File: config.mk
export PLATFORM = sky130hd
export DESIGN_NAME = color_classifier_db
export DESIGN_NICKNAME = d
export VERILOG_FILES = /design/src/rtl/color_classifier_db.sv
export SDC_FILE = /design/constraint.sdc
export NUM_CORES = 1
export LEC_CHECK = 0
export ABC_AREA = 1
export BUFFER_PORTS_ARGS = -buffer_cell sky130_fd_sc_hd__buf_2
export CAP_MARGIN = 10
export CORE_MARGIN = 2
export CORE_UTILIZATION = 54
export CTS_CLUSTER_SIZE = 12
export DETAILED_ROUTE_END_ITERATION = 7
export HOLD_SLACK_MARGIN = 0.03
export MAX_ROUTING_LAYER = met4
export PLACE_DENSITY = 0.81
export SLEW_MARGIN = 20
export SYNTH_ARGS = -nofsm -noshare
export SYNTH_HDL_FRONTEND = slang
export SYNTH_SLANG_ARGS = --single-unit
File: constraint.sdc
create_clock -name clk -period 1.9 [get_ports clk]
set_input_delay 0.19 -clock clk [delete_from_list [all_inputs] [get_ports clk]]
set_output_delay 0.19 -clock clk [all_outputs]
set_load 0.1 [all_outputs]
File: src/rtl/color_classifier_db.sv
// RGBC colour classifier: one registered classification stage followed by a
// consecutive-sample debounce that commits a class code, one-hot flags and a change pulse.
module color_classifier_db #(
  parameter int DATA_W      = 16,
  parameter int STABLE_CNT  = 4,
  parameter int TIMEOUT_CYC = 0
) (
  input  logic              clk,
  input  logic              rst,
  input  logic              data_valid,
  input  logic [DATA_W-1:0] clear,
  input  logic [DATA_W-1:0] red,
  input  logic [DATA_W-1:0] green,
  input  logic [DATA_W-1:0] blue,
  input  logic [DATA_W-1:0] thr_clear,
  input  logic [DATA_W-1:0] thr_high,
  input  logic [DATA_W-1:0] thr_mid,
  output logic              is_red,
  output logic              is_green,
  output logic              is_blue,
  output logic              is_unknown,
  output logic [2:0]        class_code,
  output logic              class_chg,
  output logic              stale
);

  typedef enum logic [2:0] {
    CLS_DARK    = 3'd0,
    CLS_RED     = 3'd1,
    CLS_GREEN   = 3'd2,
    CLS_BLUE    = 3'd3,
    CLS_UNKNOWN = 3'd4
  } cls_t;

  localparam logic [7:0] STABLE_MAX = 8'(STABLE_CNT);

  // Priority order matters: a bright blue sample also passes the green test.
  function automatic cls_t classify(
    input logic [DATA_W-1:0] c, r, g, b, tc, th, tm
  );
    if (b >= th && g >= th && r < tm && c >= tc)      classify = CLS_BLUE;
    else if (g >= th && b >= tm && r < tm && c >= tc) classify = CLS_GREEN;
    else if (r >= th && g < tm && b < tm && c >= tc)  classify = CLS_RED;
    else if (c >= tm)                                 classify = CLS_UNKNOWN;
    else                                              classify = CLS_DARK;
  endfunction

  cls_t       raw_cls;
  logic       raw_vld;
  cls_t       cand, cand_nxt;
  logic [7:0] cnt, cnt_nxt;
  cls_t       code_q;
  logic       commit;

  always_ff @(posedge clk or negedge rst) begin
    if (!rst) begin
      raw_vld <= 1'b0;
      raw_cls <= CLS_DARK;
    end else begin
      raw_vld <= data_valid;
      if (data_valid)
        raw_cls <= classify(clear, red, green, blue, thr_clear, thr_high, thr_mid);
    end
  end

  always_comb begin
    cand_nxt = cand;
    cnt_nxt  = cnt;
    if (raw_vld) begin
      if (raw_cls == cand) begin
        cnt_nxt = (cnt >= STABLE_MAX) ? STABLE_MAX : cnt + 8'd1;
      end else begin
        cand_nxt = raw_cls;
        cnt_nxt  = 8'd1;
      end
    end
    commit = raw_vld && (cnt_nxt == STABLE_MAX) && (cand_nxt != code_q);
  end

  always_ff @(posedge clk or negedge rst) begin
    if (!rst) begin
      cand       <= CLS_DARK;
      cnt        <= 8'd0;
      code_q     <= CLS_DARK;
      class_chg  <= 1'b0;
      is_red     <= 1'b0;
      is_green   <= 1'b0;
      is_blue    <= 1'b0;
      is_unknown <= 1'b0;
    end else begin
      cand      <= cand_nxt;
      cnt       <= cnt_nxt;
      class_chg <= commit;
      if (commit) begin
        code_q     <= cand_nxt;
        is_red     <= (cand_nxt == CLS_RED);
        is_green   <= (cand_nxt == CLS_GREEN);
        is_blue    <= (cand_nxt == CLS_BLUE);
        is_unknown <= (cand_nxt == CLS_UNKNOWN);
      end
    end
  end

  assign class_code = code_q;

  generate
    if (TIMEOUT_CYC > 0) begin : g_timeout
      localparam int         IW       = $clog2(TIMEOUT_CYC + 1);
      localparam logic [IW-1:0] IDLE_MAX = IW'(TIMEOUT_CYC);
      logic [IW-1:0] idle;

      // stale tracks idle == IDLE_MAX, registered alongside the counter.
      always_ff @(posedge clk or negedge rst) begin
        if (!rst) begin
          idle  <= '0;
          stale <= 1'b0;
        end else if (data_valid) begin
          idle  <= '0;
          stale <= 1'b0;
        end else if (idle != IDLE_MAX) begin
          idle  <= idle + 1'b1;
          stale <= (idle == IDLE_MAX - 1'b1);
        end
      end
    end else begin : g_no_timeout
      assign stale = 1'b0;
    end
  endgenerate

endmodule

==> flow_metrics.py, run 1 <==
metrics = {
    "worst_setup_path": {
        "cp_top_family": "simple AND/OR/NAND/NOR gates",
        "start_kind": "flop",
        "critical_path_buf_inv_count": 2,
        "path_class": "reg2reg",
        "path_common_cell": "nand2_2",
        "slowest_delay_ps": 460,
        "crit_cells": 10,
        "critPathCaptureType": "flop",
        "critPathMaxFanout": 9,
        "crit_arrival_ps": 1810,
        "r2r_cells": 10,
        "worstPathCellList": "inv_2, or2_1, o21a_4, clkinv_4, nand2_2, nand4_2, nand3_4, nor2_8, nand2_2, o21ai_1",
        "cp.required_ps": 2100,
        "cpMaxStageDelayCell": "dfrtp_1",
    },
    "global_route": {
        "track_usage": 0.270,
        "grt_max_degree": 24,
        "overflow": 0,
        "grt_pass1_wl_um": 18200,
        "first_global_vias": 4282,
        "antenna_found_initial": 0,
    },
    "yosys": {
        "synth_top_cell_by_area": "ha_1",
        "synth_common_cells": "ha_1 (128), nand2_1 (127), inv_1 (97)",
        "synth_top_area_share": 0.390,
        "ys_warn_count": 0,
        "ys_async_sr_fraction": 1.00,
        "synth_cells": 576,
        "synth-seq-cells": 23,
        "synth_area_leaders": "ha_1 (39%), dfrtp_1 (14%), nand2_1 (12%), inv_1 (8.9%), a21oi_1 (6.7%)",
        "ys_dominant_reg_cell": "dfrtp_1",
        "synth_cell_type_count": 29,
        "netlist_area_sq_um": 4110,
        "yosysSeqAreaShare": 0.140,
        "syn_area_per_cell_sq_um": 7.13,
        "yosysMostFrequentCell": "ha_1",
        "syn-num-nets": 819,
        "synth_edf_count": 0,
    },
    "die": {
        "die_area_sq_um": 8320,
        "fp.coreArea_sq_um": 7290,
        "die_x_um": 91.2,
        "die_y_um": 91.2,
        "fp-row-count": 31,
        "start_util": 0.563,
        "io_pins": 124,
    },
    "sta": {
        "period_minus_slack_ps": 1620,
        "maxSlewViolCount": 0,
        "setup-violations-final": 0,
        "grt_setup_unrepaired": "false",
        "period_share": 0.851,
        "fin_setup_tns_ps": 0,
        "setup_slack_ps": 283,
        "fin_skew_ps": 5.41,
        "hold_violations": 0,
        "fmax_ghz": 0.618,
    },
    "final_layout": {
        "layout.nets": 946,
        "synthToLayoutAreaGrowth_pct": 19.1,
        "stdcell_count": 801,
        "final-seq-area_sq_um": 576,
        "fillers": 680,
        "multi_input_area_sq_um": 3140,
        "num_antenna_cells": 0,
        "layout-drive-gt1-share": 0.199,
    },
    "pwr": {
        "power_density_nw_per_um2": 412,
        "leakage_nw": 2.97,
        "max-vdd-ir-drop_v": 0.000311,
    },
    "placement": {
        "placed_cells": 796,
        "post-place-ws_ps": 59.5,
        "globalplace.congestion": 0.966,
        "port-buffer-count": 122,
        "dp_hpwl_um": 9560,
    },
    "route": {
        "drt_iter0_markers": 137,
        "via_count": 4199,
        "totalWireLength_um": 10600,
        "drc_errors": 0,
        "drt_pre_antenna_iters": 4,
        "ant_nets": 0,
        "routedWlPerCell_um": 13.3,
        "routed_via_density": 5.24,
    },
    "clock_tree": {
        "cts_max_path_buffers": 2,
        "cts_root_buffer": "clkbuf_8",
        "cts_resized": 0,
        "cts_hold_buf": 1,
        "h-tree-depth": 1,
        "clk_pin_slew_ps": 80,
        "post_cts_buffers": 0,
        "clock_latency_ps": 260,
        "cts_num_sinks": 23,
        "cts_inserted_buffers": 3,
        "cts_tree": "done",
    },
    "job": {
        "maxCapViolCount": 0,
    },
    "worst_hold_path": {
        "min_delay_path_depth": 1,
        "hold_class": "in2reg",
    },
    "outcome": {
        "status": "finished clean",
    },
}
-- state kept, by name, summed over array words and instances, names as in the netlist --
| signal | flops |
|---|---|
| cand | 3 |
| class_chg | 1 |
| class_code | 3 |
| cnt | 8 |
| is_blue | 1 |
| is_green | 1 |
| is_red | 1 |
| is_unknown | 1 |
| raw_cls | 3 |
| raw_vld | 1 |
-- power by group --
part / total [W] / leakage, nW / switching [W] / internal, W
logic: 0.00115 / 2.64 / 0.000708 / 0.000437
clock network: 0.000301 / 0.0255 / 0.000155 / 0.000146
registers: 0.000571 / 0.305 / 0.0000352 / 0.000535
-- cells in the final DEF (no fill, tap or decap), types with 2 or more instances in the layout --
cell type / n
xnor2_1: 3
nor3_1: 6
nand2_2: 4
o21ai_0: 21
nand4_2: 2
xor2_1: 2
clkbuf_8: 3
o21ai_1: 3
nand4_1: 10
buf_2: 122
ha_1: 128
o21bai_1: 4
a21oi_1: 55
inv_1: 97
o22ai_2: 2
o21a_1: 5
a21o_1: 2
or2_1: 2
nand3_1: 23
nor2_1: 47
nand2_1: 127
dfrtp_1: 23
-- metal layers --
metal	track usage	vias up	part of all wire	wire length, um
met3	0.0290	14	0.058	620
met4	0.0505	0	0.012	131
li1	-	2169	-	-
met2	0.475	125	0.49	5170
met1	0.337	1891	0.44	4710
met5	-	-	0	0
-- cell families (layout without fill, tap and decap cells) --
group | Yosys count | in the layout | share of synthesized area
buffers and inverters | 101 | 227 | 0.0953
AO/OA/AOI/OAI | 95 | 95 | 0.129
XOR/XNOR | 5 | 5 | 0.0107
adder cells (fa/ha/maj) | 128 | 128 | 0.390
other | 1 | 1 | 0.000913
AND/OR/NAND/NOR | 223 | 223 | 0.234
flip-flops | 23 | 23 | 0.140
-- worst paths after layout --
path                            startpoint  slack (ps)         end
worst max-delay path               raw_vld         280     is_blue
worst min-delay path            data_valid         110     raw_vld
worst max register to register     raw_vld         280     is_blue
worst min register to register      cnt[3]         490      cnt[3]
max in group asynchronous              rst        1150  raw_cls[0]
min in group asynchronous              rst         410      cnt[5]
-- cell type report --
type | count | share of cell area
Multi-Input combinational cell | 452 | 0.642
Tap cell | 99 | 0.0253
Timing Repair Buffer | 124 | 0.128
Sequential cell | 23 | 0.118
Inverter | 99 | 0.0770
Clock buffer | 3 | 0.00844
Clock inverter | 1 | 0.00102
-- metrics by stage --
stage,cell area [sq um],util,total power [W],hold slack [ps]
after global routing,4890,0.671,0.00221,109
after CTS,4890,0.671,0.00203,104
after detailed placement,4840,0.663,0.00172,185
after floorplan,4110,-,0.00136,-106
after global placement,4840,0.663,0.00167,188
final,4890,0.671,0.00202,110
(Power assumes the default switching activity.)
==> inputs of run 2 (changes only) <==
Settings changed: RECOVER_POWER set to 25, SKIP_CTS_REPAIR_TIMING set to 1.
==> flow_metrics.py, run 2 (synthesis results as in run 1) <==
metrics = {
    "outcome": {
        "status": "finished clean",
    },
    "route": {
        "ant_nets": 0,
        "drt_iter0_markers": 135,
        "via_count": 4200,
        "routedWlPerCell_um": 13.3,
        "drt_pre_antenna_iters": 4,
        "totalWireLength_um": 10600,
        "drc_errors": 0,
        "routed_via_density": 5.24,
    },
    "worst_setup_path": {
        "crit_arrival_ps": 1810,
        "path_class": "reg2reg",
        "r2r_slack_ps": 280,
        "critPathMaxFanout": 9,
        "critPathCaptureType": "flop",
        "start_kind": "flop",
        "cp.required_ps": 2100,
        "r2r_cells": 10,
        "r2r_start": "raw_vld",
        "r2r_end": "is_blue",
    },
    "die": {
        "start_util": 0.563,
        "fp-row-count": 31,
        "die_y_um": 91.2,
        "die_area_sq_um": 8320,
        "fp.coreArea_sq_um": 7290,
        "die_x_um": 91.2,
        "io_pins": 124,
    },
    "global_route": {
        "grt_max_degree": 24,
        "grt_pass1_wl_um": 18200,
        "antenna_found_initial": 0,
        "overflow": 0,
        "first_global_vias": 4279,
        "track_usage": 0.269,
    },
    "final_layout": {
        "fillers": 681,
        "final_common_cell": "ha_1",
        "num_antenna_cells": 0,
        "postLayoutCellArea_sq_um": 4890,
        "final_cell_mix": "ha_1 (128), nand2_1 (127), buf_2 (120)",
        "layout-drive-gt1-share": 0.197,
        "layout.nets": 946,
        "synthToLayoutAreaGrowth_pct": 19.0,
        "regMostFlops": "cnt",
        "largest_register_ffs": 8,
    },
    "sta": {
        "maxSlewViolCount": 0,
        "setup-violations-final": 0,
        "relSlewSlack": 0.211,
        "fin_skew_ps": 5.40,
        "tightest_slew_ps": 1180,
        "period_minus_slack_ps": 1620,
        "hold_violations": 0,
        "period_share": 0.851,
        "fin_setup_tns_ps": 0,
        "fmax_ghz": 0.619,
        "grt_setup_unrepaired": "false",
    },
    "pwr": {
        "power.internal_w": 0.00112,
        "clockPowerShare": 0.149,
        "power_switching_share": 0.445,
        "switchingPower_w": 0.000898,
        "pwr-share-comb": 0.568,
        "leakage_nw": 2.96,
        "power_density_nw_per_um2": 412,
        "power_w": 0.00202,
        "max-vdd-ir-drop_v": 0.000311,
        "seqPwrFrac": 0.283,
    },
    "worst_hold_path": {
        "worstHoldStart": "data_valid",
        "min_delay_path_depth": 1,
        "hold_class": "in2reg",
        "whs_endpoint": "raw_vld",
    },
    "clock_tree": {
        "clk_pin_slew_ps": 80,
        "cts_num_sinks": 23,
        "cts_inserted_buffers": 3,
        "cts_root_buffer": "clkbuf_8",
        "cts_max_path_buffers": 2,
        "clock_latency_ps": 260,
        "h-tree-depth": 1,
        "cts_tree": "done",
    },
    "placement": {
        "port-buffer-count": 122,
        "globalplace.congestion": 0.966,
        "placed_area_sq_um": 4840,
        "dp_hpwl_um": 9560,
    },
    "job": {
        "maxCapViolCount": 0,
    },
}
run 2: cell types whose count changed in the layout (fill, tap and decap cells not counted):
cell,delta
buf_2,-2
clkbuf_1,+2
run 2: stage by stage:
step | setup WS (ps) | util | std cells | hold slack [ps]
after floorplan | 59.4 | - | 576 | -106
after global placement | 70.9 | 0.663 | 796 | 188
after detailed placement | 59.5 | 0.663 | 796 | 185
after CTS | 271 | 0.670 | 800 | -107
after global routing | 117 | 0.671 | 801 | 154
final | 283 | 0.671 | 801 | 140
run 2: final cells by class:
type | count | area (sq um) | area share
clock buffers | 3 | 41.3 | 0.00844
well taps | 99 | 124 | 0.0253
flip-flops and latches | 23 | 576 | 0.118
multi-input cells | 452 | 3140 | 0.643
clock inverters | 1 | 5.00 | 0.00102
repair buffers | 124 | 626 | 0.128
inverters | 99 | 377 | 0.0770
run 2: worst max path at each step:
stage / from / to / slack (ps) / depth (start not counted)
2_1_floorplan: class_code[2] / is_red / 60 / 7
3_3_place_gp: thr_high[11] / raw_cls[2] / 70 / 10
3_5_place_dp: thr_high[11] / raw_cls[0] / 60 / 12
4_1_cts: raw_vld / is_red / 270 / 10
5_1_grt: thr_high[11] / raw_cls[0] / 120 / 11
6_report: raw_vld / is_blue / 280 / 10
run 2: power by group through the flow:
stage                     Clock (W)  Sequential (W)  Combinational (W)
final                      0.000301        0.000571            0.00114
after global routing       0.000321        0.000578            0.00131
after CTS                  0.000309        0.000571            0.00114
after detailed placement          0        0.000581            0.00114
after global placement            0        0.000577            0.00109
after floorplan                   0        0.000694           0.000661
run 2: critical path: stages, from the launching register on:
cell      delay (ps)
dfrtp_1          460
inv_2             50
or2_1            210
o21a_4           150
clkinv_4          50
nand2_2           40
nand4_2          110
nand3_4          110
nor2_8           160
nand2_2           80
o21ai_1          120
run 2: metal layers:
layer,vias to the layer above,share of wire,global-route usage
met5,-,0,-
met4,0,0.012,0.0505
met3,14,0.058,0.0290
met2,125,0.49,0.475
met1,1891,0.44,0.336
li1,2170,-,-
==> inputs of run 3 (changes only) <==
Settings changed: CELL_PAD_IN_SITES_DETAIL_PLACEMENT set to 1, CELL_PAD_IN_SITES_GLOBAL_PLACEMENT set to 2, CORE_UTILIZATION 54 to 29.
==> flow_metrics.py, run 3 (synthesis results as in run 1) <==
metrics = {
    "final_layout": {
        "layout-drive-gt1-share": 0.203,
        "largest_register_ffs": 8,
        "fillers": 1823,
        "final-seq-area_sq_um": 577,
        "postLayoutCellArea_sq_um": 5050,
        "stdcell_count": 886,
        "num_antenna_cells": 0,
        "layout.nets": 950,
        "regMostFlops": "cnt",
        "synthToLayoutAreaGrowth_pct": 23.0,
        "final_common_cell": "ha_1",
        "multi_input_area_sq_um": 3140,
        "final_cell_mix": "ha_1 (128), nand2_1 (127), buf_2 (121)",
    },
    "clock_tree": {
        "cts_tree": "done",
        "cts_root_buffer": "clkbuf_16",
        "clk_pin_slew_ps": 60,
        "h-tree-depth": 1,
        "cts_max_path_buffers": 2,
        "clock_latency_ps": 260,
        "cts_num_sinks": 23,
        "cts_inserted_buffers": 3,
    },
    "route": {
        "via_count": 4256,
        "drt_iter0_markers": 125,
        "routed_via_density": 4.80,
        "totalWireLength_um": 12800,
        "routedWlPerCell_um": 14.4,
        "ant_nets": 0,
        "drc_errors": 0,
        "drt_pre_antenna_iters": 4,
    },
    "worst_hold_path": {
        "worstHoldStart": "data_valid",
        "min_delay_path_depth": 1,
        "hold_class": "in2reg",
        "whs_endpoint": "raw_vld",
    },
    "worst_setup_path": {
        "critical_path_buf_inv_count": 2,
        "r2r_start": "raw_vld",
        "slowest_delay_ps": 320,
        "start_kind": "primary input",
        "cpMaxStageDelayCell": "ha_1",
        "path_common_cell": "nand3_1",
        "r2r_cells": 10,
        "path_class": "in2reg",
        "worstPathCellList": "buf_2, inv_1, ha_1, nand4_1, nor3_1, nand3_1, nand3_1, nand3_1, a21oi_1, o21bai_1",
        "critPathCaptureType": "flop",
        "cp_top_family": "simple AND/OR/NAND/NOR gates",
        "crit_arrival_ps": 1820,
        "r2r_slack_ps": 240,
        "critPathMaxFanout": 3,
        "r2r_end": "is_blue",
        "cp.required_ps": 2040,
    },
    "global_route": {
        "overflow": 0,
        "grt_pass1_wl_um": 21200,
        "track_usage": 0.181,
        "grt_max_degree": 24,
        "first_global_vias": 4613,
        "antenna_found_initial": 0,
    },
    "placement": {
        "placed_area_sq_um": 4970,
        "globalplace.congestion": 0.860,
        "placed_cells": 881,
        "dp_hpwl_um": 11900,
        "port-buffer-count": 122,
    },
    "sta": {
        "tightest_slew_ps": 539,
        "relSlewSlack": 0.641,
        "grt_setup_unrepaired": "false",
        "fmax_ghz": 0.595,
        "period_minus_slack_ps": 1680,
        "hold_violations": 0,
        "period_share": 0.885,
        "fin_setup_tns_ps": 0,
        "fin_skew_ps": 2.64,
        "maxSlewViolCount": 0,
        "setup-violations-final": 0,
    },
    "pwr": {
        "leakage_nw": 3.00,
        "power_density_nw_per_um2": 437,
        "power_w": 0.00221,
        "max-vdd-ir-drop_v": 0.000314,
    },
    "die": {
        "die_y_um": 123,
        "fp-row-count": 43,
        "fp.coreArea_sq_um": 13900,
        "die_x_um": 123,
        "io_pins": 124,
        "start_util": 0.296,
        "die_area_sq_um": 15100,
    },
    "job": {
        "maxCapViolCount": 0,
    },
    "outcome": {
        "status": "finished clean",
    },
}
-- run 3: worst register-to-register path: stages, from the launching register on --
cell	delay, ps
dfrtp_2	460
inv_2	50
or2_1	220
o21a_4	150
clkinv_4	60
nand2_2	50
nand4_2	110
nand3_4	120
nor2_8	160
nand2_2	90
o21ai_1	120
-- run 3: cell type report --
class / instances / area share
clock inverters: 1 / 0.000990
clock buffers: 3 / 0.0149
repair buffers: 128 / 0.129
multi-input cells: 452 / 0.622
well taps: 180 / 0.0446
flip-flops and latches: 23 / 0.114
inverters: 99 / 0.0745
-- run 3: power by group --
group | total (W) | internal (W) | switching (W) | leakage [nW]
clock | 0.000464 | 0.000283 | 0.000181 | 0.0409
sequential | 0.000575 | 0.000537 | 0.0000388 | 0.304
combinational | 0.00117 | 0.000443 | 0.000727 | 2.65
-- run 3: per-stage QoR --
stage	utilization	hold slack, ps	setup slack (ps)
2_1_floorplan	-	-106	59.4
3_3_place_gp	0.358	189	21.3
3_5_place_dp	0.358	202	-44.6
4_1_cts	0.364	-76.6	129
5_1_grt	0.364	173	52.6
6_report	0.364	164	219
-- run 3: worst max-delay path by stage --
stage / start / to / slack, ps / depth (start not counted)
6_report: thr_high[10] / raw_cls[2] / 220 / 10
5_1_grt: clear[15] / raw_cls[1] / 50 / 10
4_1_cts: raw_vld / is_blue / 130 / 10
3_5_place_dp: clear[11] / raw_cls[2] / -40 / 9
3_3_place_gp: thr_high[11] / raw_cls[2] / 20 / 10
2_1_floorplan: class_code[2] / is_red / 60 / 7
-- run 3: metal layers --
metal	global-route usage	wire length, um	vias to the layer above
met4	0.0263	99	0
li1	-	-	2175
met1	0.212	5550	2010
met3	0.0111	297	8
met5	-	0	-
met2	0.345	6840	63
